### config.mk
export PLATFORM = sky130hd
export DESIGN_NAME = uart_frame_decoder
export DESIGN_NICKNAME = d
export VERILOG_FILES = /design/src/rtl/uart_frame_decoder_pkg.sv /design/src/rtl/uart_frame_decoder_timeout.sv /design/src/rtl/uart_frame_decoder.sv
export SDC_FILE = /design/constraint.sdc
export NUM_CORES = 1
export LEC_CHECK = 0
export ABC_CLOCK_PERIOD_IN_PS = 3300
export CORE_AREA = 8 8 116 118
export DETAILED_ROUTE_END_ITERATION = 6
export DIE_AREA = 0 0 124 126
export PLACE_DENSITY = 0.87
export SYNTH_ARGS = -nofsm -noshare
export SYNTH_HDL_FRONTEND = slang
export SYNTH_SLANG_ARGS = --single-unit
### constraint.sdc
create_clock -name clk -period 3.3 [get_ports clk]
set_input_delay 0.66 -clock clk [delete_from_list [all_inputs] [get_ports clk]]
set_output_delay 0.66 -clock clk [all_outputs]
set_load 0.05 [all_outputs]
### src/rtl/uart_frame_decoder_pkg.sv
// uart_frame_decoder_pkg: shared frame constants, command codes, error codes and decoder states.
package uart_frame_decoder_pkg;
    localparam logic [7:0] SYNC_BYTE  = 8'hA5;
    localparam logic [7:0] CMD_WEIGHT = 8'd0;
    localparam logic [7:0] CMD_IMAGE  = 8'd1;
    localparam logic [7:0] CMD_START  = 8'd2;
    localparam logic [1:0] ERR_CMD     = 2'd0;
    localparam logic [1:0] ERR_LEN     = 2'd1;
    localparam logic [1:0] ERR_CHK     = 2'd2;
    localparam logic [1:0] ERR_TIMEOUT = 2'd3;
    typedef enum logic [2:0] {S_IDLE, S_CMD, S_LEN_L, S_LEN_H, S_PAYLOAD, S_CHK} state_t;
endpackage

### src/rtl/uart_frame_decoder_timeout.sv
// frame_timeout_counter: idle-cycle watchdog; load clears, run counts, expired flags the LIMIT-th idle cycle.
module frame_timeout_counter #(
    parameter int LIMIT = 50_000
) (
    input  logic clk,
    input  logic reset,
    input  logic load,
    input  logic run,
    output logic expired
);
    localparam int W = $clog2(LIMIT + 1);
    logic [W-1:0] cnt_q, cnt_d;
    always_comb begin
        expired = run && !load && cnt_q == W'(LIMIT - 1);
        cnt_d   = (load || !run || expired) ? '0 : cnt_q + 1'b1;
    end
    always_ff @(posedge clk or negedge reset) begin
        if (!reset) cnt_q <= '0;
        else        cnt_q <= cnt_d;
    end
endmodule

### src/rtl/uart_frame_decoder.sv
// uart_frame_decoder: parses framed UART host commands into word writes, checksum status and start pulses.
module uart_frame_decoder #(
    parameter int         CLK_FREQ     = 50_000_000,
    parameter int         TIMEOUT_CLKS = CLK_FREQ / 1000,
    parameter int         WORD_BYTES   = 4,
    parameter int         ADDR_W       = 12,
    parameter logic [7:0] SYNC_BYTE    = uart_frame_decoder_pkg::SYNC_BYTE
) (
    input  logic                    clk,
    input  logic                    reset,
    input  logic [7:0]              rx_data,
    input  logic                    rx_done,
    output logic                    wr_en,
    output logic                    wr_target,
    output logic [ADDR_W-1:0]       wr_addr,
    output logic [8*WORD_BYTES-1:0] wr_data,
    output logic                    start_pulse,
    output logic                    frame_ok,
    output logic                    frame_err,
    output logic [1:0]              err_code,
    output logic                    busy
);
    import uart_frame_decoder_pkg::*;
    localparam int DW = 8 * WORD_BYTES;
    localparam int BW = WORD_BYTES > 1 ? $clog2(WORD_BYTES) : 1;

    state_t            state_q, state_d;
    logic [7:0]        cmd_q, cmd_d, len_l_q, len_l_d, chk_q, chk_d;
    logic [15:0]       rem_q, rem_d, len;
    logic [BW-1:0]     bpos_q, bpos_d;
    logic [DW-1:0]     word_q, word_d, wr_data_q, wr_data_d;
    logic [ADDR_W-1:0] addr_q, addr_d, wr_addr_q, wr_addr_d;
    logic [1:0]        err_code_q, err_code_d;
    logic              wr_en_q, wr_en_d, wr_target_q, wr_target_d, start_q, start_d;
    logic              ok_q, ok_d, err_q, err_d;
    logic              len_bad, last, timeout;

    frame_timeout_counter #(.LIMIT(TIMEOUT_CLKS)) u_timeout (
        .clk     (clk),
        .reset   (reset),
        .load    (rx_done),
        .run     (busy),
        .expired (timeout)
    );

    assign len     = {rx_data, len_l_q};
    assign len_bad = (32'(len) % WORD_BYTES != 0) || (32'(len) / WORD_BYTES > 2 ** ADDR_W) ||
                     (cmd_q == CMD_START && len != 16'd0);
    assign last    = bpos_q == BW'(WORD_BYTES - 1);

    always_comb begin
        state_d     = state_q;
        cmd_d       = cmd_q;
        len_l_d     = len_l_q;
        chk_d       = chk_q;
        rem_d       = rem_q;
        bpos_d      = bpos_q;
        word_d      = word_q;
        addr_d      = addr_q;
        wr_addr_d   = wr_addr_q;
        wr_data_d   = wr_data_q;
        wr_target_d = wr_target_q;
        err_code_d  = err_code_q;
        wr_en_d     = 1'b0;
        start_d     = 1'b0;
        ok_d        = 1'b0;
        err_d       = 1'b0;
        if (timeout) begin
            state_d    = S_IDLE;
            err_d      = 1'b1;
            err_code_d = ERR_TIMEOUT;
        end else if (rx_done) begin
            chk_d = chk_q ^ rx_data;
            case (state_q)
                S_IDLE: begin
                    chk_d = '0;
                    if (rx_data == SYNC_BYTE) begin
                        state_d = S_CMD;
                        addr_d  = '0;
                        bpos_d  = '0;
                    end
                end
                S_CMD: begin
                    if (rx_data > CMD_START) begin
                        state_d    = S_IDLE;
                        err_d      = 1'b1;
                        err_code_d = ERR_CMD;
                    end else begin
                        state_d     = S_LEN_L;
                        cmd_d       = rx_data;
                        wr_target_d = rx_data == CMD_IMAGE;
                    end
                end
                S_LEN_L: begin
                    state_d = S_LEN_H;
                    len_l_d = rx_data;
                end
                S_LEN_H: begin
                    if (len_bad) begin
                        state_d    = S_IDLE;
                        err_d      = 1'b1;
                        err_code_d = ERR_LEN;
                    end else begin
                        rem_d   = len;
                        state_d = len == 16'd0 ? S_CHK : S_PAYLOAD;
                    end
                end
                S_PAYLOAD: begin
                    word_d  = {rx_data, word_q[DW-1:8]};
                    bpos_d  = last ? '0 : bpos_q + 1'b1;
                    rem_d   = rem_q - 16'd1;
                    state_d = rem_q == 16'd1 ? S_CHK : S_PAYLOAD;
                    if (last) begin
                        wr_en_d   = 1'b1;
                        wr_data_d = word_d;
                        wr_addr_d = addr_q;
                        addr_d    = addr_q + 1'b1;
                    end
                end
                S_CHK: begin
                    state_d    = S_IDLE;
                    ok_d       = rx_data == chk_q;
                    err_d      = rx_data != chk_q;
                    start_d    = rx_data == chk_q && cmd_q == CMD_START;
                    err_code_d = rx_data != chk_q ? ERR_CHK : err_code_q;
                end
                default: state_d = S_IDLE;
            endcase
        end
    end

    always_ff @(posedge clk or negedge reset) begin
        if (!reset) begin
            state_q     <= S_IDLE;
            cmd_q       <= '0;
            len_l_q     <= '0;
            chk_q       <= '0;
            rem_q       <= '0;
            bpos_q      <= '0;
            word_q      <= '0;
            addr_q      <= '0;
            wr_addr_q   <= '0;
            wr_data_q   <= '0;
            wr_target_q <= 1'b0;
            err_code_q  <= '0;
            wr_en_q     <= 1'b0;
            start_q     <= 1'b0;
            ok_q        <= 1'b0;
            err_q       <= 1'b0;
        end else begin
            state_q     <= state_d;
            cmd_q       <= cmd_d;
            len_l_q     <= len_l_d;
            chk_q       <= chk_d;
            rem_q       <= rem_d;
            bpos_q      <= bpos_d;
            word_q      <= word_d;
            addr_q      <= addr_d;
            wr_addr_q   <= wr_addr_d;
            wr_data_q   <= wr_data_d;
            wr_target_q <= wr_target_d;
            err_code_q  <= err_code_d;
            wr_en_q     <= wr_en_d;
            start_q     <= start_d;
            ok_q        <= ok_d;
            err_q       <= err_d;
        end
    end

    assign wr_en       = wr_en_q;
    assign wr_target   = wr_target_q;
    assign wr_addr     = wr_addr_q;
    assign wr_data     = wr_data_q;
    assign start_pulse = start_q;
    assign frame_ok    = ok_q;
    assign frame_err   = err_q;
    assign err_code    = err_code_q;
    assign busy        = state_q != S_IDLE;
endmodule

==> impl_metrics.xml, run 1 <==
<?xml version="1.0" encoding="UTF-8"?>
<metrics>
  <group name="run_status">
    <metric name="outcome" unit="">finished, final reports clean</metric>
  </group>
  <group name="clocking">
    <metric name="h-tree-depth" unit="">4</metric>
    <metric name="cts_made_buffers" unit="">17</metric>
    <metric name="worst_setup_hold_path_clk_slew" unit="ps">60</metric>
    <metric name="clock_latency" unit="ps">420</metric>
    <metric name="number_of_buffers_added_to_fix_hold_violations_after_cts" unit="">0</metric>
    <metric name="cts.sink_count" unit="">148</metric>
    <metric name="tritoncts_clock_tree" unit="">built</metric>
    <metric name="cts_setup_buffers" unit="">0</metric>
    <metric name="clockBufferDepth" unit="">2</metric>
    <metric name="cts-root-buf" unit="">sky130_fd_sc_hd__clkbuf_16</metric>
    <metric name="post_cts_resize_count" unit="">0</metric>
  </group>
  <group name="floorplanning">
    <metric name="core_area" unit="um^2">11700</metric>
    <metric name="die_w" unit="um">124</metric>
    <metric name="floorplan.initialDensity" unit="">0.585</metric>
    <metric name="top_level_ports" unit="">63</metric>
    <metric name="rows" unit="">40</metric>
    <metric name="floorplan.die.height" unit="um">126</metric>
    <metric name="design.die.area" unit="um^2">15600</metric>
  </group>
  <group name="critical_path">
    <metric name="crit_fanout" unit="">13</metric>
    <metric name="critical_path_end_type" unit="">output port</metric>
    <metric name="setup.reg_to_reg.worst_slack" unit="ps">890</metric>
    <metric name="worst_r2r_path_depth" unit="">5</metric>
    <metric name="worstReg2RegStart" unit="">cmd_q[0]</metric>
    <metric name="worst-setup-path-type" unit="">register to output port</metric>
    <metric name="regToRegEndpoint" unit="">rem_q[10]</metric>
    <metric name="worst-endpoint-arrival" unit="ps">2220</metric>
    <metric name="startpoint_type_of_the_worst_setup_path" unit="">register</metric>
    <metric name="crit_required" unit="ps">2640</metric>
  </group>
  <group name="timing">
    <metric name="timing.final.crit_share" unit="">0.873</metric>
    <metric name="grt_setup_unrepaired" unit="">no</metric>
    <metric name="maxSlewViolCount" unit="">0</metric>
    <metric name="final.min_clock_period" unit="ps">2880</metric>
    <metric name="clock-skew-final" unit="ps">8.04</metric>
    <metric name="max_freq" unit="GHz">0.347</metric>
    <metric name="final_hold_violation_count" unit="">0</metric>
    <metric name="tightest_slew" unit="ps">862</metric>
    <metric name="slew-limit-headroom" unit="">0.421</metric>
    <metric name="timing.setup.tns" unit="ps">0</metric>
    <metric name="finalSetupViolations" unit="">0</metric>
    <metric name="final_critical_path_setup_slack" unit="ps">418</metric>
  </group>
  <group name="final_layout">
    <metric name="num_antenna_cells" unit="">0</metric>
    <metric name="drive_gt1_frac" unit="">0.0956</metric>
    <metric name="fin_area" unit="um^2">8200</metric>
    <metric name="num-nets-final" unit="">820</metric>
    <metric name="fill_cells" unit="">897</metric>
    <metric name="syn2layout_area_growth" unit="%">19.6</metric>
  </group>
  <group name="min_path">
    <metric name="hold_path_class" unit="">input pin to asynchronous set/reset pin</metric>
  </group>
  <group name="synthesis">
    <metric name="synthArstFlopShare" unit="">1.00</metric>
    <metric name="synth-warning-count" unit="">0</metric>
    <metric name="seq_area_frac_synth" unit="">0.541</metric>
    <metric name="number_of_synthesized_flops_with_an_enable_pin" unit="">0</metric>
    <metric name="post_synth.cell_area_avg" unit="um^2">9.23</metric>
    <metric name="post_synth_num_cell_types" unit="">66</metric>
    <metric name="synth_cells" unit="">742</metric>
    <metric name="synth_area" unit="um^2">6850</metric>
    <metric name="ys.flop_type" unit="">sky130_fd_sc_hd__dfrtp_1</metric>
    <metric name="seq_cells_post_synth" unit="">148</metric>
    <metric name="synth_nets" unit="">758</metric>
  </group>
  <group name="routing">
    <metric name="drt_pass1_iterations" unit="">6</metric>
    <metric name="viasPerCell" unit="">6.02</metric>
    <metric name="drt_wl_total" unit="um">17200</metric>
    <metric name="avgRoutedWirePerCell" unit="um">17.9</metric>
    <metric name="first_iter_violations" unit="">626</metric>
    <metric name="ant_nets" unit="">0</metric>
    <metric name="num_vias" unit="">5794</metric>
    <metric name="detail_route.drc_violations" unit="">0</metric>
  </group>
  <group name="power">
    <metric name="power.ir.vdd_worst" unit="mV">0.388</metric>
    <metric name="pwr_density_cell" unit="nW/um^2">562</metric>
    <metric name="leakage" unit="uW">0.00394</metric>
  </group>
  <group name="global_routing">
    <metric name="largest_net_degree_at_the_start_of_global_routing" unit="">80</metric>
    <metric name="grt_pass1_vias" unit="">5743</metric>
    <metric name="congestion_overflow_gr" unit="">0</metric>
    <metric name="grt_antenna_before_repair" unit="">0</metric>
    <metric name="grt_first_pass_wirelength" unit="um">28400</metric>
    <metric name="gr-usage-all-layers" unit="">0.230</metric>
  </group>
  <group name="placement">
    <metric name="gpl.final_weighted_congestion" unit="">0.931</metric>
    <metric name="hpwlAfterDp" unit="um">11800</metric>
    <metric name="buffer_ports.inserted" unit="">62</metric>
    <metric name="detailed_place.area" unit="um^2">7580</metric>
    <metric name="dp_slack" unit="ps">447</metric>
  </group>
  <group name="job">
    <metric name="drv.max_cap_violation_count" unit="">0</metric>
  </group>
</metrics>
-- flip-flops by register name, indices dropped and copies added (netlist names), 3 cells and up --
signal and count:
word_q 24, wr_data 32, u_timeout.cnt_q 16, rem_q 16, chk_q 8, cmd_q 8, wr_addr 12, state_q 3
addr_q 12, len_l_q 8
-- final cells by class --
class | instances | area [um^2] | area share
Sequential cell | 148 | 3700 | 0.452
Multi-Input combinational cell | 545 | 2880 | 0.351
Timing Repair Buffer | 81 | 777 | 0.0948
Clock buffer | 22 | 464 | 0.0566
Tap cell | 147 | 184 | 0.0224
Clock inverter | 9 | 151 | 0.0185
Inverter | 11 | 41.3 | 0.00504
-- where the power goes --
group | internal [uW] | leakage, uW | switching [uW]
Clock | 1300 | 0.000300 | 724
Sequential | 1910 | 0.00202 | 115
Combinational | 197 | 0.00162 | 357
Total | 3410 | 0.00394 | 1200
-- routing by layer --
metal	up-vias	global-route usage	wire [um]
met4	0	0.0973	422
met3	49	0.0532	1390
li1	2649	-	-
met2	264	0.360	8270
met1	2832	0.298	7110
met5	-	0	0
-- cell usage after synthesis, drive strengths merged (2+ instances only) --
cell type  number  area, um^2
dfrtp         148        3700
o211ai          5        37.5
nor4b           5        50.0
nand2b          3        18.8
o31a            2        17.5
o221a           5        56.3
buf            11        57.6
nor2           48         183
a41oi           2        17.5
nand4          10        62.6
o22ai           2        12.5
inv            11        41.3
nor3           13        70.1
ha              5        62.6
mux2i           2        20.0
xor2           15         131
mux2           11         124
a31oi          12        75.1
nor3b           2        20.0
nand3          26         130
or3             4        25.0
nand2         254         953
clkbuf         27         173
or4             3        26.3
a221oi          2        17.5
a21oi          17        88.8
a221o           2        20.0
and2            7        43.8
xnor2           7        61.3
a41o            3        31.3
nor4            9        56.3
and3            8        50.1
o21ai          36         188
o21a            6        52.6
and4b           2        21.3
-- cells by family (layout without fill, tap and decap cells) --
| kind of cell | after synthesis | in the layout | share of synthesized area |
|---|---|---|---|
| buffers and inverters | 49 | 123 | 0.0396 |
| AOI/OAI and AO/OA | 107 | 107 | 0.106 |
| xor gates and xnor gates | 22 | 22 | 0.0281 |
| adders and majority gates | 5 | 5 | 0.00913 |
| DFF | 148 | 148 | 0.541 |
| muxes | 13 | 13 | 0.0210 |
| and+or+nand+nor | 398 | 398 | 0.255 |
-- cells in the final DEF, fill, tap and decap left out, types with 3 or more instances in the layout --
cell,instances
sky130_fd_sc_hd__inv_1,11
sky130_fd_sc_hd__clkinv_2,3
sky130_fd_sc_hd__a31oi_1,12
sky130_fd_sc_hd__a21oi_1,16
sky130_fd_sc_hd__nor3_1,12
sky130_fd_sc_hd__nand2_1,254
sky130_fd_sc_hd__clkbuf_1,3
sky130_fd_sc_hd__nor4b_1,4
sky130_fd_sc_hd__o221a_2,5
sky130_fd_sc_hd__and2_1,7
sky130_fd_sc_hd__or3_1,4
sky130_fd_sc_hd__o21a_1,5
sky130_fd_sc_hd__o211ai_1,5
sky130_fd_sc_hd__buf_4,18
sky130_fd_sc_hd__nor4_1,9
sky130_fd_sc_hd__nand2b_1,3
sky130_fd_sc_hd__clkbuf_16,17
sky130_fd_sc_hd__o21ai_0,34
sky130_fd_sc_hd__bufinv_16,4
sky130_fd_sc_hd__dfrtp_1,148
sky130_fd_sc_hd__xnor2_1,7
sky130_fd_sc_hd__clkdlybuf4s50_1,61
sky130_fd_sc_hd__xor2_1,15
sky130_fd_sc_hd__nand3_1,26
sky130_fd_sc_hd__mux2_2,11
sky130_fd_sc_hd__ha_1,5
sky130_fd_sc_hd__nor2_1,47
sky130_fd_sc_hd__and3_1,8
sky130_fd_sc_hd__nand4_1,10
-- worst max-delay path: stages (launching register included) --
cell	delay (ps)
sky130_fd_sc_hd__dfrtp_1	630
sky130_fd_sc_hd__nor3_1	150
sky130_fd_sc_hd__inv_1	180
sky130_fd_sc_hd__clkdlybuf4s50_1	840
-- stage by stage --
stage                     cells  hold WS [ps]  total power, uW   util
final                       963           248             4600  0.700
after global placement      932           453             2560  0.647
after detailed placement    932           452             2600  0.647
after floorplan             742           364             2400      -
after CTS                   963           263             4620  0.700
after global routing        963           285             4770  0.700
-- worst max-delay path by stage --
stage	end	slack [ps]	cells after the start	from
4_1_cts	busy	410	3	state_q[0]
5_1_grt	busy	320	3	state_q[0]
3_5_place_dp	addr_q[5]	450	7	rx_data[2]
3_3_place_gp	rem_q[11]	480	6	rx_data[4]
6_report	busy	420	3	state_q[0]
2_1_floorplan	rem_q[8]	1100	6	rx_data[6]
(Power assumes the default switching activity.)
==> inputs of run 2 (changes only) <==
--- a/config.mk
+++ b/config.mk
@@ -5,11 +5,12 @@
 export SDC_FILE = /design/constraint.sdc
 export NUM_CORES = 1
 export LEC_CHECK = 0
-export ABC_CLOCK_PERIOD_IN_PS = 3300
-export CORE_AREA = 8 8 116 118
+export ABC_CLOCK_PERIOD_IN_PS = 3100
+export CAP_MARGIN = 10
+export CORE_AREA = 8 8 119 121
 export DETAILED_ROUTE_END_ITERATION = 6
-export DIE_AREA = 0 0 124 126
-export PLACE_DENSITY = 0.87
+export DIE_AREA = 0 0 127 129
+export PLACE_DENSITY = 0.83
 export SYNTH_ARGS = -nofsm -noshare
 export SYNTH_HDL_FRONTEND = slang
 export SYNTH_SLANG_ARGS = --single-unit
==> constraint.sdc (replaced) <==
create_clock -name clk -period 3.1 [get_ports clk]
set_input_delay 0.62 -clock clk [delete_from_list [all_inputs] [get_ports clk]]
set_output_delay 0.62 -clock clk [all_outputs]
set_load 0.05 [all_outputs]
==> impl_metrics.xml, run 2 (synthesis results as in run 1) <==
<?xml version="1.0" encoding="UTF-8"?>
<metrics>
  <group name="critical_path">
    <metric name="regToRegEndpoint" unit="">rem_q[8]</metric>
    <metric name="worstReg2RegStart" unit="">cmd_q[0]</metric>
    <metric name="critical_path_end_type" unit="">output port</metric>
    <metric name="worst-setup-path-type" unit="">register to output port</metric>
    <metric name="timing.critical_path.from" unit="">state_q[0]</metric>
    <metric name="cp-endpoint" unit="">busy</metric>
    <metric name="crit_fanout" unit="">13</metric>
    <metric name="critical_path.n_buffers_inverters" unit="">2</metric>
    <metric name="timing.critical_path.cells" unit="">nor3_1 -&gt; inv_1 -&gt; clkdlybuf4s50_1</metric>
    <metric name="startpoint_type_of_the_worst_setup_path" unit="">register</metric>
    <metric name="worst_r2r_path_depth" unit="">5</metric>
    <metric name="path_depth" unit="">3</metric>
    <metric name="critPathTopFamily" unit="">buffers and inverters</metric>
    <metric name="worst-endpoint-arrival" unit="ps">2210</metric>
    <metric name="crit_required" unit="ps">2480</metric>
    <metric name="crit_path_top_delay_cell" unit="">sky130_fd_sc_hd__clkdlybuf4s50_1</metric>
    <metric name="setup.reg_to_reg.worst_slack" unit="ps">750</metric>
    <metric name="slowest_delay" unit="ps">840</metric>
  </group>
  <group name="timing">
    <metric name="slew-limit-headroom" unit="">0.446</metric>
    <metric name="maxSlewViolCount" unit="">0</metric>
    <metric name="clock-skew-final" unit="ps">6.97</metric>
    <metric name="max_freq" unit="GHz">0.353</metric>
    <metric name="timing.setup.tns" unit="ps">0</metric>
    <metric name="final_critical_path_setup_slack" unit="ps">267</metric>
    <metric name="final.min_clock_period" unit="ps">2830</metric>
    <metric name="tightest_slew" unit="ps">819</metric>
    <metric name="grt_setup_unrepaired" unit="">no</metric>
    <metric name="final_hold_violation_count" unit="">0</metric>
    <metric name="timing.final.crit_share" unit="">0.914</metric>
    <metric name="finalSetupViolations" unit="">0</metric>
  </group>
  <group name="placement">
    <metric name="gpl.final_weighted_congestion" unit="">0.900</metric>
    <metric name="hpwlAfterDp" unit="um">11600</metric>
    <metric name="dp_slack" unit="ps">275</metric>
    <metric name="buffer_ports.inserted" unit="">62</metric>
  </group>
  <group name="min_path">
    <metric name="hold_path_class" unit="">input pin to asynchronous set/reset pin</metric>
  </group>
  <group name="routing">
    <metric name="num_vias" unit="">5826</metric>
    <metric name="drt_pass1_iterations" unit="">6</metric>
    <metric name="avgRoutedWirePerCell" unit="um">18.4</metric>
    <metric name="ant_nets" unit="">0</metric>
    <metric name="first_iter_violations" unit="">674</metric>
    <metric name="detail_route.drc_violations" unit="">0</metric>
    <metric name="drt_wl_total" unit="um">17800</metric>
    <metric name="viasPerCell" unit="">6.02</metric>
  </group>
  <group name="power">
    <metric name="p_int" unit="uW">3700</metric>
    <metric name="power.combinational.fraction" unit="">0.115</metric>
    <metric name="design_power_total" unit="uW">5040</metric>
    <metric name="power.ir.vdd_worst" unit="mV">0.306</metric>
    <metric name="seq_power_share" unit="">0.428</metric>
    <metric name="leakage" unit="uW">0.00397</metric>
    <metric name="pwr_density_cell" unit="nW/um^2">610</metric>
    <metric name="total_switching_power" unit="uW">1340</metric>
    <metric name="power.switching_fraction" unit="">0.265</metric>
    <metric name="clockPowerShare" unit="">0.458</metric>
  </group>
  <group name="global_routing">
    <metric name="largest_net_degree_at_the_start_of_global_routing" unit="">65</metric>
    <metric name="grt_first_pass_wirelength" unit="um">29600</metric>
    <metric name="gr-usage-all-layers" unit="">0.228</metric>
    <metric name="grt_pass1_vias" unit="">5787</metric>
    <metric name="congestion_overflow_gr" unit="">0</metric>
    <metric name="grt_antenna_before_repair" unit="">0</metric>
  </group>
  <group name="floorplanning">
    <metric name="floorplan.die.height" unit="um">129</metric>
    <metric name="rows" unit="">41</metric>
    <metric name="top_level_ports" unit="">63</metric>
    <metric name="core_area" unit="um^2">12300</metric>
    <metric name="floorplan.initialDensity" unit="">0.557</metric>
    <metric name="die_w" unit="um">127</metric>
    <metric name="design.die.area" unit="um^2">16400</metric>
  </group>
  <group name="run_status">
    <metric name="outcome" unit="">finished, final reports clean</metric>
  </group>
  <group name="clocking">
    <metric name="worst_setup_hold_path_clk_slew" unit="ps">60</metric>
    <metric name="h-tree-depth" unit="">4</metric>
    <metric name="tritoncts_clock_tree" unit="">built</metric>
    <metric name="cts.sink_count" unit="">148</metric>
    <metric name="cts-root-buf" unit="">sky130_fd_sc_hd__clkbuf_16</metric>
    <metric name="cts_setup_buffers" unit="">0</metric>
    <metric name="number_of_buffers_added_to_fix_hold_violations_after_cts" unit="">0</metric>
    <metric name="post_cts_resize_count" unit="">0</metric>
    <metric name="clock_latency" unit="ps">430</metric>
    <metric name="cts_made_buffers" unit="">17</metric>
    <metric name="clockBufferDepth" unit="">2</metric>
  </group>
  <group name="final_layout">
    <metric name="num_antenna_cells" unit="">0</metric>
    <metric name="syn2layout_area_growth" unit="%">20.7</metric>
    <metric name="largest_reg_flops" unit="">32</metric>
    <metric name="drive_gt1_frac" unit="">0.101</metric>
    <metric name="top_library_cells_by_usage_in_the_layout_fill_and_taps_aside" unit="">sky130_fd_sc_hd__nand2_1, sky130_fd_sc_hd__dfrtp_1, sky130_fd_sc_hd__clkdlybuf4s50_1, sky130_fd_sc_hd__nor2_1, sky130_fd_sc_hd__o21ai_0</metric>
    <metric name="num-nets-final" unit="">821</metric>
    <metric name="mostFrequentLayoutCell" unit="">sky130_fd_sc_hd__nand2_1</metric>
  </group>
  <group name="job">
    <metric name="drv.max_cap_violation_count" unit="">0</metric>
  </group>
</metrics>
-- run 2: layer usage --
| layer | vias to the layer above | wire length, um | track usage | part of all wire |
|---|---|---|---|---|
| li1 | 2653 | - | - | - |
| met1 | 2873 | 7290 | 0.283 | 0.41 |
| met2 | 267 | 8770 | 0.371 | 0.49 |
| met3 | 33 | 1250 | 0.0538 | 0.070 |
| met4 | 0 | 473 | 0.111 | 0.027 |
| met5 | - | 0 | 0 | 0 |
-- run 2: worst min-delay path by stage --
| stage | start | end | slack (ps) | depth (start not counted) |
|---|---|---|---|---|
| after global routing | reset | wr_data[5] | 220 | 1 |
| after detailed placement | word_q[14] | wr_data[6] | 450 | 2 |
| after CTS | reset | u_timeout.cnt_q[15] | 190 | 1 |
| after global placement | word_q[14] | wr_data[6] | 450 | 2 |
| final | reset | u_timeout.cnt_q[15] | 170 | 1 |
| after floorplan | reset | addr_q[0] | 320 | 0 |
-- run 2: through the flow --
stage	instance area [um^2]	utilization	hold WS (ps)	instances
2_1_floorplan	6850	-	324	742
3_3_place_gp	7610	0.618	451	936
3_5_place_dp	7610	0.618	453	936
4_1_cts	8270	0.672	195	968
5_1_grt	8270	0.672	225	968
6_report	8270	0.672	165	968
-- run 2: area by class of cell --
class / instances / area (um^2)
Tap cell: 150 / 188
Sequential cell: 148 / 3700
Clock buffer: 18 / 439
Fill cell: 943 / 4040
Inverter: 11 / 41.3
Timing Repair Buffer: 82 / 797
Clock inverter: 14 / 223
Multi-Input combinational cell: 545 / 2880
-- run 2: power groups by stage --
stage                     registers, uW  logic [uW]  clock network (uW)
after global placement             2180         553                   0
after floorplan                    2160         402                   0
after CTS                          2150         574                2330
after global routing               2170         643                2410
final                              2160         578                2310
after detailed placement           2180         571                   0
==> inputs of run 3 (changes only) <==
--- a/config.mk
+++ b/config.mk
@@ -10,6 +10,7 @@
 export CORE_AREA = 8 8 119 121
 export DETAILED_ROUTE_END_ITERATION = 6
 export DIE_AREA = 0 0 127 129
+export GPL_ROUTABILITY_DRIVEN = 0
 export PLACE_DENSITY = 0.83
 export SYNTH_ARGS = -nofsm -noshare
 export SYNTH_HDL_FRONTEND = slang
==> impl_metrics.xml, run 3 (synthesis results as in run 1) <==
<?xml version="1.0" encoding="UTF-8"?>
<metrics>
  <group name="run_status">
    <metric name="outcome" unit="">finished, final reports clean</metric>
  </group>
  <group name="power">
    <metric name="p_int" unit="uW">3460</metric>
    <metric name="pwr_density_cell" unit="nW/um^2">574</metric>
    <metric name="power.switching_fraction" unit="">0.263</metric>
    <metric name="power.combinational.fraction" unit="">0.123</metric>
    <metric name="total_switching_power" unit="uW">1230</metric>
    <metric name="power.ir.vdd_worst" unit="mV">0.405</metric>
    <metric name="design_power_total" unit="uW">4700</metric>
    <metric name="leakage" unit="uW">0.00393</metric>
    <metric name="clockPowerShare" unit="">0.418</metric>
    <metric name="seq_power_share" unit="">0.458</metric>
  </group>
  <group name="critical_path">
    <metric name="worst_r2r_path_depth" unit="">7</metric>
    <metric name="regToRegEndpoint" unit="">rem_q[8]</metric>
    <metric name="crit_required" unit="ps">2480</metric>
    <metric name="critical_path.n_buffers_inverters" unit="">2</metric>
    <metric name="setup.reg_to_reg.worst_slack" unit="ps">640</metric>
    <metric name="worst-setup-path-type" unit="">register to output port</metric>
    <metric name="worstReg2RegStart" unit="">rem_q[0]</metric>
    <metric name="critical_path_end_type" unit="">output port</metric>
    <metric name="crit_path_top_delay_cell" unit="">sky130_fd_sc_hd__clkdlybuf4s50_1</metric>
    <metric name="critPathTopFamily" unit="">buffers and inverters</metric>
    <metric name="worst-endpoint-arrival" unit="ps">2130</metric>
    <metric name="crit_fanout" unit="">13</metric>
    <metric name="startpoint_type_of_the_worst_setup_path" unit="">register</metric>
    <metric name="slowest_delay" unit="ps">840</metric>
    <metric name="timing.critical_path.cells" unit="">nor3_1 -&gt; inv_1 -&gt; clkdlybuf4s50_1</metric>
  </group>
  <group name="routing">
    <metric name="avgRoutedWirePerCell" unit="um">17.3</metric>
    <metric name="met3_length" unit="um">1480</metric>
    <metric name="viasPerCell" unit="">6.01</metric>
    <metric name="detail_route.drc_violations" unit="">0</metric>
    <metric name="num_vias" unit="">5813</metric>
    <metric name="drt_pass1_iterations" unit="">6</metric>
    <metric name="routed-wl-met2" unit="um">7780</metric>
    <metric name="first_iter_violations" unit="">750</metric>
    <metric name="ant_nets" unit="">0</metric>
    <metric name="drt_wl_total" unit="um">16700</metric>
    <metric name="wl_met1" unit="um">6990</metric>
    <metric name="route.top_layer_used" unit="">met4</metric>
  </group>
  <group name="clocking">
    <metric name="post_cts_resize_count" unit="">0</metric>
    <metric name="cts.sink_count" unit="">148</metric>
    <metric name="clockBufferDepth" unit="">2</metric>
    <metric name="worst_setup_hold_path_clk_slew" unit="ps">50</metric>
    <metric name="clock_latency" unit="ps">420</metric>
    <metric name="cts_made_buffers" unit="">17</metric>
    <metric name="tritoncts_clock_tree" unit="">built</metric>
    <metric name="cts_setup_buffers" unit="">0</metric>
    <metric name="h-tree-depth" unit="">4</metric>
    <metric name="number_of_buffers_added_to_fix_hold_violations_after_cts" unit="">0</metric>
    <metric name="cts-root-buf" unit="">sky130_fd_sc_hd__clkbuf_16</metric>
  </group>
  <group name="floorplanning">
    <metric name="rows" unit="">41</metric>
    <metric name="floorplan.die.height" unit="um">129</metric>
    <metric name="die_w" unit="um">127</metric>
    <metric name="top_level_ports" unit="">63</metric>
    <metric name="floorplan.initialDensity" unit="">0.557</metric>
    <metric name="design.die.area" unit="um^2">16400</metric>
    <metric name="core_area" unit="um^2">12300</metric>
  </group>
  <group name="timing">
    <metric name="max_freq" unit="GHz">0.363</metric>
    <metric name="final.min_clock_period" unit="ps">2750</metric>
    <metric name="finalSetupViolations" unit="">0</metric>
    <metric name="timing.final.crit_share" unit="">0.888</metric>
    <metric name="grt_setup_unrepaired" unit="">no</metric>
    <metric name="final_hold_violation_count" unit="">0</metric>
    <metric name="maxSlewViolCount" unit="">0</metric>
    <metric name="fin_hold_ws" unit="ps">237</metric>
    <metric name="clock-skew-final" unit="ps">5.52</metric>
    <metric name="tightest_slew" unit="ps">910</metric>
    <metric name="slew-limit-headroom" unit="">0.392</metric>
    <metric name="timing.setup.tns" unit="ps">0</metric>
  </group>
  <group name="global_routing">
    <metric name="grt_first_pass_wirelength" unit="um">27900</metric>
    <metric name="grt_pass1_vias" unit="">5672</metric>
    <metric name="congestion_overflow_gr" unit="">0</metric>
    <metric name="gr-usage-all-layers" unit="">0.214</metric>
    <metric name="grt_antenna_before_repair" unit="">0</metric>
    <metric name="largest_net_degree_at_the_start_of_global_routing" unit="">86</metric>
  </group>
  <group name="placement">
    <metric name="buffer_ports.inserted" unit="">62</metric>
    <metric name="hpwlAfterDp" unit="um">11500</metric>
  </group>
  <group name="final_layout">
    <metric name="mostFrequentLayoutCell" unit="">sky130_fd_sc_hd__nand2_1</metric>
    <metric name="final_core_util" unit="">0.665</metric>
    <metric name="top_library_cells_by_usage_in_the_layout_fill_and_taps_aside" unit="">sky130_fd_sc_hd__nand2_1, sky130_fd_sc_hd__dfrtp_1, sky130_fd_sc_hd__clkdlybuf4s50_1, sky130_fd_sc_hd__nor2_1, sky130_fd_sc_hd__o21ai_0</metric>
    <metric name="drive_gt1_frac" unit="">0.0990</metric>
    <metric name="largest_reg_flops" unit="">32</metric>
    <metric name="syn2layout_area_growth" unit="%">19.4</metric>
    <metric name="num_antenna_cells" unit="">0</metric>
    <metric name="num-nets-final" unit="">822</metric>
  </group>
  <group name="min_path">
    <metric name="hold_path_class" unit="">input pin to asynchronous set/reset pin</metric>
  </group>
  <group name="job">
    <metric name="drv.max_cap_violation_count" unit="">0</metric>
  </group>
</metrics>
-- run 3: final cells by class --
| type | instances | area [um^2] |
|---|---|---|
| fill | 933 | 4130 |
| sequential | 148 | 3700 |
| multi-input combinational | 545 | 2880 |
| timing repair buffer | 83 | 805 |
| clock buffer | 21 | 460 |
| tap | 150 | 188 |
| clock inverter | 10 | 108 |
| inverter | 11 | 41.3 |
-- run 3: routing by layer --
metal  vias up  global-route usage
li1       2646                   -
met1      2818               0.277
met2       301               0.324
met3        48              0.0633
met4         0               0.106
met5         -                   0
-- run 3: worst reg2reg max path: cells and delay by family, from the launching register on --
| kind | cells | cell delay (ps) |
|---|---|---|
| compound gates | 3 | 640 |
| fa+ha+maj | 1 | 200 |
| buf+inv | 1 | 140 |
| flops | 1 | 450 |
| simple gates | 2 | 910 |
-- run 3: worst max-delay path by stage --
stage | startpoint | to | cells past startpoint
2_1_floorplan | rx_data[6] | rem_q[8] | 6
3_3_place_gp | rx_data[7] | rem_q[8] | 6
3_5_place_dp | rx_data[7] | rem_q[11] | 6
4_1_cts | state_q[0] | busy | 3
5_1_grt | state_q[0] | busy | 3
6_report | state_q[0] | busy | 3
-- run 3: power by group through the flow --
stage               logic [uW]  registers [uW]  clock network (uW)
floorplan                  402            2160                   0
global placement           554            2170                   0
detailed placement         573            2180                   0
CTS                        575            2150                2000
global route               636            2170                2080
finish                     580            2150                1960
-- run 3: through the flow --
stage          instances  instance area (um^2)  worst slack (ps)
6_report             968                  8180               347
5_1_grt              968                  8180               219
4_1_cts              968                  8180               338
2_1_floorplan        742                  6850               944
3_5_place_dp         937                  7610               236
3_3_place_gp         937                  7610               347
